$ cat src/rtl/control_unit_mc_pkg.sv
// Shared types and constants for the multi-cycle accumulator control unit.
// State codes are externally visible through the scan chain, so they are fixed.
package control_unit_pkg;

  typedef enum logic [2:0] {
    ST_RESET   = 3'd0,
    ST_FETCH   = 3'd1,
    ST_EXECUTE = 3'd2,
    ST_MEM     = 3'd3,
    ST_HALT    = 3'd4,
    ST_FAULT   = 3'd5,
    ST_BAD6    = 3'd6,
    ST_BAD7    = 3'd7
  } state_t;

  localparam logic [3:0] OP_NOP   = 4'h0;
  localparam logic [3:0] OP_LOAD  = 4'h1;
  localparam logic [3:0] OP_STORE = 4'h2;
  localparam logic [3:0] OP_JMP   = 4'h3;
  localparam logic [3:0] OP_ALUI  = 4'h4;
  localparam logic [3:0] OP_ALUM  = 4'h5;
  localparam logic [3:0] OP_JZ    = 4'h6;

  localparam logic [1:0] PC_SEL_HOLD   = 2'b00;
  localparam logic [1:0] PC_SEL_INC    = 2'b01;
  localparam logic [1:0] PC_SEL_BRANCH = 2'b10;

  localparam logic [1:0] ACC_SEL_HOLD = 2'b00;
  localparam logic [1:0] ACC_SEL_ALU  = 2'b01;
  localparam logic [1:0] ACC_SEL_MEM  = 2'b10;

  localparam logic [1:0] ADDR_SEL_PC   = 2'b00;
  localparam logic [1:0] ADDR_SEL_OPND = 2'b01;

  // Raw per-state control bundle, before the scan/enable gating is applied.
  typedef struct packed {
    logic       mem_req;
    logic       pc_we;
    logic [1:0] pc_sel;
    logic       acc_we;
    logic [1:0] acc_sel;
    logic       ir_ld;
    logic       inb_imm;
    logic       mem_we;
    logic [1:0] addr_sel;
  } ctrl_t;

  function automatic logic is_mem_phase(state_t s);
    return (s == ST_FETCH) || (s == ST_MEM);
  endfunction

endpackage

$ cat src/rtl/control_unit_mc_mem_wait_timer.sv
// Counts stalled memory cycles and flags the cycle in which the wait limit is hit.
// The counter saturates at TIMEOUT so a restored scan state can never wrap it.
module mem_wait_timer #(
  parameter int TIMEOUT = 15
) (
  input  logic clk,
  input  logic rst,
  input  logic clr,
  input  logic inc,
  output logic expire
);

  localparam int            CW    = (TIMEOUT > 0) ? $clog2(TIMEOUT + 1) : 1;
  localparam logic [CW-1:0] LIMIT = CW'(TIMEOUT);
  localparam logic [CW-1:0] LAST  = CW'((TIMEOUT > 0) ? TIMEOUT - 1 : 0);
  localparam bit            EN    = (TIMEOUT > 0);

  logic [CW-1:0] cnt;

  always_ff @(posedge clk) begin
    if (rst)                      cnt <= '0;
    else if (clr)                 cnt <= '0;
    else if (inc && cnt < LIMIT)  cnt <= cnt + CW'(1);
  end

  // Fires in the stalled cycle whose increment would reach TIMEOUT.
  assign expire = EN && inc && (cnt >= LAST);

endmodule

$ cat src/rtl/control_unit_mc.sv
// Multi-cycle control unit: FETCH/EXECUTE/MEM sequencing over a req/ready memory
// port, ZF branching, retired-instruction counter and a 3-bit state scan chain.
module control_unit_mc
  import control_unit_pkg::*;
#(
  parameter int INSTR_W  = 8,
  parameter int OPC_W    = 4,
  parameter int ALU_OP_W = 4,
  parameter int TIMEOUT  = 15,
  parameter int CNT_W    = 16
) (
  input  logic                clk,
  input  logic                rst,
  input  logic                processor_enable,
  input  logic [INSTR_W-1:0]  instruction,
  input  logic                ZF,
  input  logic                mem_ready,
  output logic                mem_req,
  output logic                PC_write_enable,
  output logic [1:0]          PC_mux_select,
  output logic                ACC_write_enable,
  output logic [1:0]          ACC_mux_select,
  output logic                IR_load_enable,
  output logic [ALU_OP_W-1:0] ALU_opcode,
  output logic                ALU_inputB_mux_select,
  output logic                Memory_write_enable,
  output logic [1:0]          Memory_address_mux_select,
  output logic                processor_halted,
  output logic                fault,
  output logic [CNT_W-1:0]    retired_count,
  input  logic                scan_enable,
  input  logic                scan_in,
  output logic                scan_out
);

  state_t              state, state_nxt;
  ctrl_t               ctl;
  logic [ALU_OP_W-1:0] alu_fn;
  logic [OPC_W-1:0]    opc;
  logic                halt_instr, active, wt_inc, wt_clr, expire, retire;

  assign opc        = instruction[INSTR_W-1 -: OPC_W];
  assign halt_instr = &instruction;
  assign active     = processor_enable & ~scan_enable;
  assign wt_inc     = active & is_mem_phase(state) & ~mem_ready;
  assign wt_clr     = active & (state_nxt != state) & is_mem_phase(state_nxt);
  assign retire     = active & (state == ST_EXECUTE || state == ST_MEM)
                             & (state_nxt == ST_FETCH || state_nxt == ST_HALT);

  mem_wait_timer #(.TIMEOUT(TIMEOUT)) u_wait (
    .clk    (clk),
    .rst    (rst),
    .clr    (wt_clr),
    .inc    (wt_inc),
    .expire (expire)
  );

  always_comb begin
    ctl       = '0;
    alu_fn    = '0;
    state_nxt = state;
    case (state)
      ST_RESET: state_nxt = ST_FETCH;
      ST_FETCH: begin
        ctl.mem_req  = 1'b1;
        ctl.addr_sel = ADDR_SEL_PC;
        if (mem_ready) begin
          ctl.ir_ld  = 1'b1;
          ctl.pc_we  = 1'b1;
          ctl.pc_sel = PC_SEL_INC;
          state_nxt  = ST_EXECUTE;
        end else if (expire) begin
          state_nxt  = ST_FAULT;
        end
      end
      ST_EXECUTE: begin
        alu_fn    = instruction[ALU_OP_W-1:0];
        state_nxt = ST_FETCH;
        // All-ones must be caught before the opcode decode claims it as illegal.
        if (halt_instr) begin
          state_nxt = ST_HALT;
        end else begin
          case (opc)
            OPC_W'(OP_NOP): ;
            OPC_W'(OP_JMP): begin
              ctl.pc_we  = 1'b1;
              ctl.pc_sel = PC_SEL_BRANCH;
            end
            OPC_W'(OP_JZ): begin
              ctl.pc_we  = ZF;
              ctl.pc_sel = PC_SEL_BRANCH;
            end
            OPC_W'(OP_ALUI): begin
              ctl.acc_we  = 1'b1;
              ctl.acc_sel = ACC_SEL_ALU;
              ctl.inb_imm = 1'b1;
            end
            OPC_W'(OP_LOAD), OPC_W'(OP_STORE), OPC_W'(OP_ALUM): state_nxt = ST_MEM;
            default: state_nxt = ST_FAULT;
          endcase
        end
      end
      ST_MEM: begin
        alu_fn       = instruction[ALU_OP_W-1:0];
        ctl.mem_req  = 1'b1;
        ctl.addr_sel = ADDR_SEL_OPND;
        ctl.mem_we   = (opc == OPC_W'(OP_STORE));
        if (mem_ready) begin
          if (opc == OPC_W'(OP_LOAD)) begin
            ctl.acc_we  = 1'b1;
            ctl.acc_sel = ACC_SEL_MEM;
          end else if (opc == OPC_W'(OP_ALUM)) begin
            ctl.acc_we  = 1'b1;
            ctl.acc_sel = ACC_SEL_ALU;
          end
          state_nxt = ST_FETCH;
        end else if (expire) begin
          state_nxt = ST_FAULT;
        end
      end
      ST_HALT, ST_FAULT: ;
      default: state_nxt = ST_FAULT;
    endcase
  end

  always_ff @(posedge clk) begin
    if (rst) begin
      state         <= ST_RESET;
      retired_count <= '0;
    end else if (scan_enable) begin
      state         <= state_t'({state[1:0], scan_in});
    end else if (processor_enable) begin
      state         <= state_nxt;
      if (retire) retired_count <= retired_count + CNT_W'(1);
    end
  end

  // Strobes are gated so scan shifting or a frozen core never touches memory or regs.
  assign mem_req                   = ctl.mem_req & active;
  assign PC_write_enable           = ctl.pc_we   & active;
  assign ACC_write_enable          = ctl.acc_we  & active;
  assign IR_load_enable            = ctl.ir_ld   & active;
  assign Memory_write_enable       = ctl.mem_we  & active;
  assign PC_mux_select             = ctl.pc_sel;
  assign ACC_mux_select            = ctl.acc_sel;
  assign ALU_inputB_mux_select     = ctl.inb_imm;
  assign Memory_address_mux_select = ctl.addr_sel;
  assign ALU_opcode                = alu_fn;
  assign processor_halted          = (state == ST_HALT) || (state == ST_FAULT);
  assign fault                     = (state == ST_FAULT);
  assign scan_out                  = state[2];

endmodule

$ cat config.mk
export PLATFORM = sky130hd
export DESIGN_NAME = control_unit_mc
export DESIGN_NICKNAME = d
export VERILOG_FILES = /design/src/rtl/control_unit_mc_pkg.sv /design/src/rtl/control_unit_mc_mem_wait_timer.sv /design/src/rtl/control_unit_mc.sv
export SDC_FILE = /design/constraint.sdc
export NUM_CORES = 1
export LEC_CHECK = 0
export ABC_AREA = 1
export BUFFER_PORTS_ARGS = -buffer_cell sky130_fd_sc_hd__clkbuf_2
export CORE_MARGIN = 2
export CORE_UTILIZATION = 35
export CTS_CLUSTER_SIZE = 25
export DETAILED_ROUTE_END_ITERATION = 10
export PLACE_DENSITY = 0.68
export SETUP_SLACK_MARGIN = 0.3
export SKIP_CTS_REPAIR_TIMING = 1
export SYNTH_ARGS = -nofsm -noshare
export SYNTH_HDL_FRONTEND = slang
export SYNTH_SLANG_ARGS = --single-unit
$ cat constraint.sdc
create_clock -name clk -period 2.5 [get_ports clk]
set_clock_uncertainty 0.05 [all_clocks]
set_input_delay 0.25 -clock clk [delete_from_list [all_inputs] [get_ports clk]]
set_output_delay 0.25 -clock clk [all_outputs]
set_load 0.01 [all_outputs]
==> results of run 1 <==
[stage by stage]
stage | cells | setup WS, ns | instance area [sq um]
final | 379 | 0.536 | 2050
after global routing | 379 | 0.369 | 2050
after CTS | 379 | 0.313 | 2040
after detailed placement | 375 | 0.614 | 2000
after global placement | 375 | 0.653 | 2000
after floorplan | 267 | 0.794 | 1740
[synth_stat cells (all sizes together)]
cell    instances  area [sq um]
o211ai          1          7.51
a21oi          18          93.8
inv            30           115
nand4           2          12.5
dfxtp          23           460
conb            1          3.75
nand2          73           324
clkbuf          1          3.75
nand3b          3          22.5
ha              3          37.5
o21ai           3          15.0
buf             6          61.3
nor3b           1          7.51
nand3          33           200
nor4            1          6.26
nor3            2          10.0
xnor2           9          78.8
nor2           46           196
and2            2          12.5
a31oi           3          18.8
xor2            6          52.6
[state kept, by name, summed over array words and instances, names as in the netlist]
signal and flops:
retired_count 16, u_wait.cnt 4, state 3
[area by class of cell]
class	count	area, sq um
sequential	23	462
timing repair buffer	48	240
inverter	30	115
fill	520	2710
tap	67	83.8
clock buffer	4	45.0
multi-input combinational	207	1100
[worst paths after layout]
check,from,endpoint,cells past startpoint
hold / removal,scan_in,state[0],3
setup reg to reg,state[0],retired_count[8],9
hold reg to reg,retired_count[15],retired_count[15],2
setup / recovery,state[2],PC_write_enable,8
[worst reg2reg max path, cell delays in order (launching register included)]
cell and delay (ns):
dfxtp_1 0.51, nand2_4 0.12, nor2_4 0.14, nand3_2 0.10, nand2_2 0.10, nand2_4 0.07
nor2_8 0.24, nand2_4 0.19, nand2_1 0.12, a21oi_2 0.05
[per-layer routing]
layer / up-vias / wire length [um] / share of wire [%] / track usage (%)
li1: 940 / - / - / -
met1: 805 / 1830 / 46 / 18.9
met2: 29 / 1960 / 50 / 24.8
met3: 2 / 141 / 3.6 / 3.66
met4: 0 / 19 / 0.48 / 2.58
met5: - / 0 / 0 / 0
[kinds of logic (layout without fill, tap and decap cells)]
kind of cell | count (synthesis) | after routing | synth area share [%]
simple gates | 163 | 163 | 45.5
buf+inv | 37 | 82 | 10.4
compound gates | 25 | 25 | 7.76
flops | 23 | 23 | 26.5
xor+xnor | 15 | 15 | 7.55
fa+ha+maj | 3 | 3 | 2.16
other cells | 1 | 1 | 0.215
[power breakdown]
part           internal [W]  switching, W  leakage [nW]
logic             0.0000339     0.0000677         0.697
clock network      0.000114      0.000111        0.0228
registers          0.000370    0.00000801         0.186
total              0.000517      0.000187         0.906
[cells in the final DEF, fill, tap and decap left out]
cell type,n
a21oi_1,17
a21oi_2,1
a31oi_1,3
and2_1,2
clkbuf_1,1
clkbuf_2,48
clkbuf_8,3
conb_1,1
dfxtp_1,22
dfxtp_2,1
ha_1,3
inv_1,27
inv_2,2
inv_4,1
nand2_1,65
nand2_2,2
nand2_4,6
nand3_1,26
nand3_2,7
nand3b_1,3
nand4_1,2
nor2_1,43
nor2_2,1
nor2_4,1
nor2_8,1
nor3_1,2
nor3b_1,1
nor4_1,1
o211ai_1,1
o21ai_0,3
xnor2_1,9
xor2_1,6
==> results.json, run 1 <==
{
  "track_usage_pct": 14.6,
  "final_nets": 331,
  "cts_tree": "done",
  "drc": 0,
  "grt_pass1_wl_um": 6500,
  "numCtsBuffers": 3,
  "grt_max_degree": 19,
  "die-area_sq_um": 5550,
  "drv_slew": 0,
  "grt-ovfl-total": 0,
  "h-tree-depth": 1,
  "portBuffers": 48,
  "clk_path_buf_depth": 2,
  "routabilityCongestion": 0.805,
  "fin_crit_sh_pct": 78.6,
  "crit_required_ns": 2.20,
  "grt_pass1_vias": 1502,
  "path_delay_family": "compound AO/OA/AOI/OAI gates",
  "period_needed_ns": 1.96,
  "hold_viol": 0,
  "start_util_pct": 36.6,
  "peakVddDrop_mv": 0.230,
  "netlist_area_sq_um": 1740,
  "final_util_pct": 43.1,
  "p_leak_nw": 0.906,
  "p_per_area_nw_per_um2": 344,
  "syn-num-nets": 285,
  "hold_path.class": "in -> reg",
  "yosysUniqueCellTypes": 32,
  "yosysSeqAreaShare_pct": 26.5,
  "setup-tns-final_ns": 0,
  "n_antenna_cell": 0,
  "die_width_um": 74.5,
  "cts.clk_slew.worst_paths_ns": 0.08,
  "syn_avg_cell_area_sq_um": 6.52,
  "drt_wl_total_um": 3940,
  "die_height_um": 74.5,
  "io_pins": 50,
  "path_class": "reg -> out",
  "synthCells": 267,
  "clkSinkCount": 23,
  "area_growth_pct": 17.7,
  "vias": 1776,
  "endpoint_kind": "primary output",
  "coreArea_sq_um": 4750,
  "drtIter0Drc": 106,
  "ys_ff_latch": 23,
  "drive_gt1_share_pct": 23.7,
  "clkLatencyLatePin_ns": 0.26,
  "worst_path_largest_cell_delay_ns": 0.38,
  "crit_top_cell": "a21oi_1",
  "fmax_mhz": 509,
  "outcome": "finished clean",
  "finalSetupViolCount": 0,
  "rsz0062_at_grt": "false",
  "worst_setup_path_start_kind": "flip-flop",
  "antenna_found_initial": 0,
  "finalPower_w": 0.000704,
  "hold_slack_ns": 0.197,
  "critPathSlowestCell": "dfxtp_1",
  "yosysWarnings": 0,
  "cp_max_fo": 7,
  "viasPerCell": 4.69,
  "arrival_ns": 1.66,
  "drv_cap": 0,
  "hpwl_um": 3090,
  "rows": 25,
  "cp_num_buf_inv": 3,
  "cts_root_buf": "clkbuf_8",
  "crit_chain": "inv_4 -> nand2_4 -> nor2_2 -> inv_1 -> a21oi_1 -> o21ai_0 -> a21oi_1 -> clkbuf_2",
  "reg2reg_setup_slack_ns": 0.68,
  "wl_per_cell_um": 10.4,
  "detail-route-antenna-nets": 0,
  "first_pass_iters": 4
}
Power figures use the tool's default switching activity.
==> run 2, diff against run 1 <==
==> constraint.sdc (replaced) <==
create_clock -name clk -period 1.9 [get_ports clk]
set_clock_uncertainty 0.05 [all_clocks]
set_input_delay 0.19 -clock clk [delete_from_list [all_inputs] [get_ports clk]]
set_output_delay 0.19 -clock clk [all_outputs]
set_load 0.01 [all_outputs]
==> run 2 against run 1 <==
Net effect: cell area up 15%; worst setup slack worse by 0.35 ns; critical path type is now reg -> reg; clock power up 42%; core utilization up 6.3 points; combinational power up 64%; first-iteration DRC count down 5.7%; highest routed layer unchanged.
==> results.json, run 2 (same netlist as run 1, synthesis figures left out) <==
{
  "outcome": "finished clean",
  "final_util_pct": 49.4,
  "area_growth_pct": 34.9,
  "die_width_um": 74.5,
  "start_util_pct": 36.6,
  "arrival_ns": 1.82,
  "cts_root_buf": "clkbuf_8",
  "crit_required_ns": 2.00,
  "drc": 0,
  "portBuffers": 48,
  "combPwrFrac_pct": 17.1,
  "p_seq_share_pct": 50.5,
  "hold_slack_ns": 0.134,
  "whs_endpoint": "state[0]",
  "rr_startpoint": "state[2]",
  "grt_pass1_vias": 1489,
  "p_leak_nw": 1.03,
  "n_antenna_cell": 0,
  "post-place-ws_ns": 0.238,
  "drive_gt1_share_pct": 35.2,
  "antenna_found_initial": 0,
  "layout_common_cells": "nand2_1, clkbuf_2, nor2_1, nand3_1, inv_1",
  "fin_crit_sh_pct": 90.3,
  "hp-start": "scan_in",
  "vias": 1841,
  "hpwl_um": 3170,
  "grt-ovfl-total": 0,
  "coreArea_sq_um": 4750,
  "clk_path_buf_depth": 2,
  "worstHoldPathCells": 3,
  "drt_wl_total_um": 4390,
  "drv_slew": 0,
  "switching_share_pct": 29.0,
  "die-area_sq_um": 5550,
  "path_class": "reg -> reg",
  "largest_reg_flops": 16,
  "regMostFlops": "retired_count",
  "hold_viol": 0,
  "numCtsBuffers": 3,
  "cts_tree": "done",
  "first_pass_iters": 4,
  "layout_commonest_cell": "nand2_1",
  "ff2ff_path_depth": 12,
  "reg2reg_setup_slack_ns": 0.18,
  "cp_max_fo": 8,
  "io_pins": 50,
  "track_usage_pct": 14.7,
  "grt_max_degree": 19,
  "rsz0062_at_grt": "true",
  "fmax_mhz": 583,
  "drtIter0Drc": 100,
  "power.internal_w": 0.000697,
  "p_per_area_nw_per_um2": 418,
  "h-tree-depth": 1,
  "viasPerCell": 4.64,
  "drv_cap": 0,
  "rr_endpoint": "retired_count[9]",
  "worst_setup_path_start_kind": "flip-flop",
  "setup_ws_ns": 0.183,
  "hold_path.class": "in -> reg",
  "clkLatencyLatePin_ns": 0.27,
  "peakVddDrop_mv": 0.275,
  "rows": 25,
  "wl_per_cell_um": 11.1,
  "detail-route-antenna-nets": 0,
  "grt_pass1_wl_um": 6590,
  "clockPowerShare_pct": 32.5,
  "cts.clk_slew.worst_paths_ns": 0.09,
  "period_needed_ns": 1.72,
  "endpoint_kind": "flip-flop",
  "die_height_um": 74.5,
  "final_nets": 349,
  "clkSinkCount": 23,
  "switching_power_w": 0.000284,
  "finalSetupViolCount": 0,
  "routabilityCongestion": 0.895,
  "reg.largest.list": "retired_count (16), u_wait.cnt (4), state (3)"
}
run 2: cell count changes in the layout (fill, tap and decap cells not counted), sizes merged:
cell    previous run  this run
nand2             73        74
buf                0        20
clkinv             0         1
clkbuf            52        48
run 2: power groups by stage:
stage,clock (W),combinational (W),sequential (W)
after floorplan,0,0.0000997,0.000503
after global placement,0,0.000140,0.000505
after detailed placement,0,0.000140,0.000505
after CTS,0.000323,0.000141,0.000494
after global routing,0.000343,0.000184,0.000496
final,0.000319,0.000167,0.000495
run 2: layer usage:
metal,share of wire (%),GRT usage [%],vias up
met5,0,0,-
met4,1.6,3.77,0
met1,47,20.5,828
met3,3.6,2.71,6
li1,-,-,972
met2,47,23.5,35
run 2: worst max path at each step:
| stage | start | end | slack (ns) |
|---|---|---|---|
| 3_3_place_gp | retired_count[1] | retired_count[14] | 0.21 |
| 5_1_grt | state[2] | retired_count[9] | 0.09 |
| 3_5_place_dp | u_wait.cnt[1] | retired_count[1] | 0.24 |
| 4_1_cts | state[2] | ACC_mux_select[0] | -0.03 |
| 6_report | state[2] | retired_count[9] | 0.18 |
| 2_1_floorplan | state[1] | ACC_mux_select[0] | 0.31 |
run 2: critical path, cell delays in order, from the launching register on:
cell and delay, ns:
dfxtp_4 0.38, inv_8 0.08, buf_12 0.11, nand2_4 0.06, nor2_4 0.13, nand3_2 0.10
nand2_2 0.11, nand2_4 0.07, nor2_8 0.13, buf_6 0.13, nand2_8 0.09, nand2_2 0.09
a21oi_1 0.06
run 2: cell type report:
class	count	area, sq um
Sequential cell	23	473
Inverter	30	120
Tap cell	67	83.8
Timing Repair Buffer	65	425
Fill cell	482	2410
Multi-Input combinational cell	208	1200
Clock buffer	3	41.3
Clock inverter	1	5.00
run 2: metrics by stage:
stage / power (W) / setup TNS (ns) / instances / cell area, sq um
3_3_place_gp: 0.000645 / 0 / 381 / 2060
5_1_grt: 0.00102 / 0 / 397 / 2350
6_report: 0.000981 / 0 / 397 / 2350
2_1_floorplan: 0.000603 / 0 / 267 / 1750
4_1_cts: 0.000958 / -0.0261 / 385 / 2110
3_5_place_dp: 0.000646 / 0 / 381 / 2060
==> run 3, diff against run 2 <==
--- a/config.mk
+++ b/config.mk
@@ -12,6 +12,7 @@
 export CTS_CLUSTER_SIZE = 25
 export DETAILED_ROUTE_END_ITERATION = 10
 export PLACE_DENSITY = 0.68
+export RECOVER_POWER = 25
 export SETUP_SLACK_MARGIN = 0.3
 export SKIP_CTS_REPAIR_TIMING = 1
 export SYNTH_ARGS = -nofsm -noshare
==> run 3 against run 2 <==
Net effect: die area is the same; sequential cell count unchanged; maximum frequency up 0.40%; sequential power about the same; sequential share of layout area rose by 0.11 points; first-iteration DRC count is 7.0% higher; global-route usage stayed put; routed wire length about the same; worst hold slack better by 0.0015 ns; clock-buffer cell count stayed put.
==> results.json, run 3 (same netlist as run 1, synthesis figures left out) <==
{
  "grt_pass1_wl_um": 6590,
  "fillers": 491,
  "fin_crit_sh_pct": 90.0,
  "cts_tree": "done",
  "drive_gt1_share_pct": 31.2,
  "grt_max_degree": 19,
  "start_util_pct": 36.6,
  "finalSetupViolCount": 0,
  "clkSinkCount": 23,
  "grt-ovfl-total": 0,
  "crit_required_ns": 2.00,
  "hold_path.class": "in -> reg",
  "worst_path_largest_cell_delay_ns": 0.38,
  "coreArea_sq_um": 4750,
  "outcome": "finished clean",
  "worstHoldPathCells": 3,
  "cts_root_buf": "clkbuf_8",
  "regMostFlops": "retired_count",
  "io_pins": 50,
  "hpwl_um": 3170,
  "die_width_um": 74.5,
  "rr_endpoint": "retired_count[9]",
  "hold_viol": 0,
  "cts.clk_slew.worst_paths_ns": 0.09,
  "whs_endpoint": "state[0]",
  "layout_common_cells": "nand2_1, nor2_1, clkbuf_2, nand3_1, inv_1",
  "path_class": "reg -> reg",
  "layout_commonest_cell": "nand2_1",
  "antenna_found_initial": 0,
  "portBuffers": 48,
  "drtIter0Drc": 107,
  "detail-route-antenna-nets": 0,
  "reg.largest.list": "retired_count (16), u_wait.cnt (4), state (3)",
  "rr_startpoint": "state[2]",
  "p_leak_nw": 0.992,
  "worst_setup_path_start_kind": "flip-flop",
  "largest_reg_flops": 16,
  "period_needed_ns": 1.71,
  "track_usage_pct": 14.7,
  "n_antenna_cell": 0,
  "peakVddDrop_mv": 0.274,
  "first_pass_iters": 4,
  "p_per_area_nw_per_um2": 419,
  "endpoint_kind": "flip-flop",
  "drt_wl_total_um": 4390,
  "clkLatencyLatePin_ns": 0.27,
  "h-tree-depth": 1,
  "drv_cap": 0,
  "ff2ff_path_depth": 12,
  "crit_chain": "inv_8 -> buf_12 -> nand2_4 -> nor2_4 -> nand3_2 -> nand2_2 -> nand2_4 -> nor2_8 -> buf_6 -> nand2_8 -> nand2_2 -> a21oi_1",
  "numCtsBuffers": 3,
  "drc": 0,
  "final_nets": 349,
  "cp_max_fo": 8,
  "routabilityCongestion": 0.895,
  "area_growth_pct": 33.9,
  "viasPerCell": 4.66,
  "wl_per_cell_um": 11.1,
  "grt_pass1_vias": 1489,
  "clk_path_buf_depth": 2,
  "rsz0062_at_grt": "true",
  "fmax_mhz": 585,
  "vias": 1849,
  "die_height_um": 74.5,
  "arrival_ns": 1.81,
  "die-area_sq_um": 5550,
  "final_util_pct": 49.0,
  "drv_slew": 0,
  "hp-start": "scan_in",
  "hold_slack_ns": 0.136,
  "critPathSlowestCell": "dfxtp_4",
  "reg2reg_setup_slack_ns": 0.19,
  "rows": 25
}
## run 3: metal layers
layer  global-route usage (%)  share of wire (%)  vias up
li1                         -                  -      971
met1                     20.5                 46      833
met4                     3.77                1.1        0
met2                     23.5                 49       41
met3                     2.71                4.6        4
met5                        0                  0        -
## run 3: worst max-delay path by stage
| stage | start | to | slack, ns | depth (start not counted) |
|---|---|---|---|---|
| after floorplan | state[1] | ACC_mux_select[0] | 0.31 | 7 |
| after global placement | retired_count[1] | retired_count[14] | 0.21 | 7 |
| after detailed placement | u_wait.cnt[1] | retired_count[1] | 0.24 | 11 |
| after CTS | state[2] | ACC_mux_select[0] | -0.03 | 8 |
| after global routing | state[2] | retired_count[9] | 0.09 | 12 |
| final | state[2] | retired_count[9] | 0.19 | 12 |
## run 3: critical path, delay by kind of cell, from the launching register on
family / cells / cell delay, ns
AO/OA/AOI/OAI: 1 / 0.06
buffers and inverters: 3 / 0.32
flip-flops: 1 / 0.38
AND/OR/NAND/NOR: 8 / 0.78
## run 3: final cells by class
class	count	area [sq um]	area share, %
Multi-Input combinational cell	208	1200	51.5
Sequential cell	23	472	20.2
Timing Repair Buffer	65	408	17.5
Inverter	30	120	5.16
Tap cell	67	83.8	3.60
Clock buffer	3	41.3	1.77
Clock inverter	1	5.00	0.215
## run 3: where the power goes
part / internal [W] / total, W / switching (W)
clock: 0.000147 / 0.000315 / 0.000169
combinational: 0.0000642 / 0.000167 / 0.000103
sequential: 0.000485 / 0.000495 / 0.00000948
## run 3: per-stage QoR
stage / std cells / TNS (ns) / instance area, sq um / total power [W] / worst slack, ns
3_3_place_gp: 381 / 0 / 2060 / 0.000645 / 0.215
4_1_cts: 385 / -0.0261 / 2110 / 0.000958 / -0.0261
2_1_floorplan: 267 / 0 / 1750 / 0.000603 / 0.308
6_report: 397 / 0 / 2330 / 0.000977 / 0.190
3_5_place_dp: 381 / 0 / 2060 / 0.000646 / 0.238
5_1_grt: 397 / 0 / 2330 / 0.00102 / 0.0929
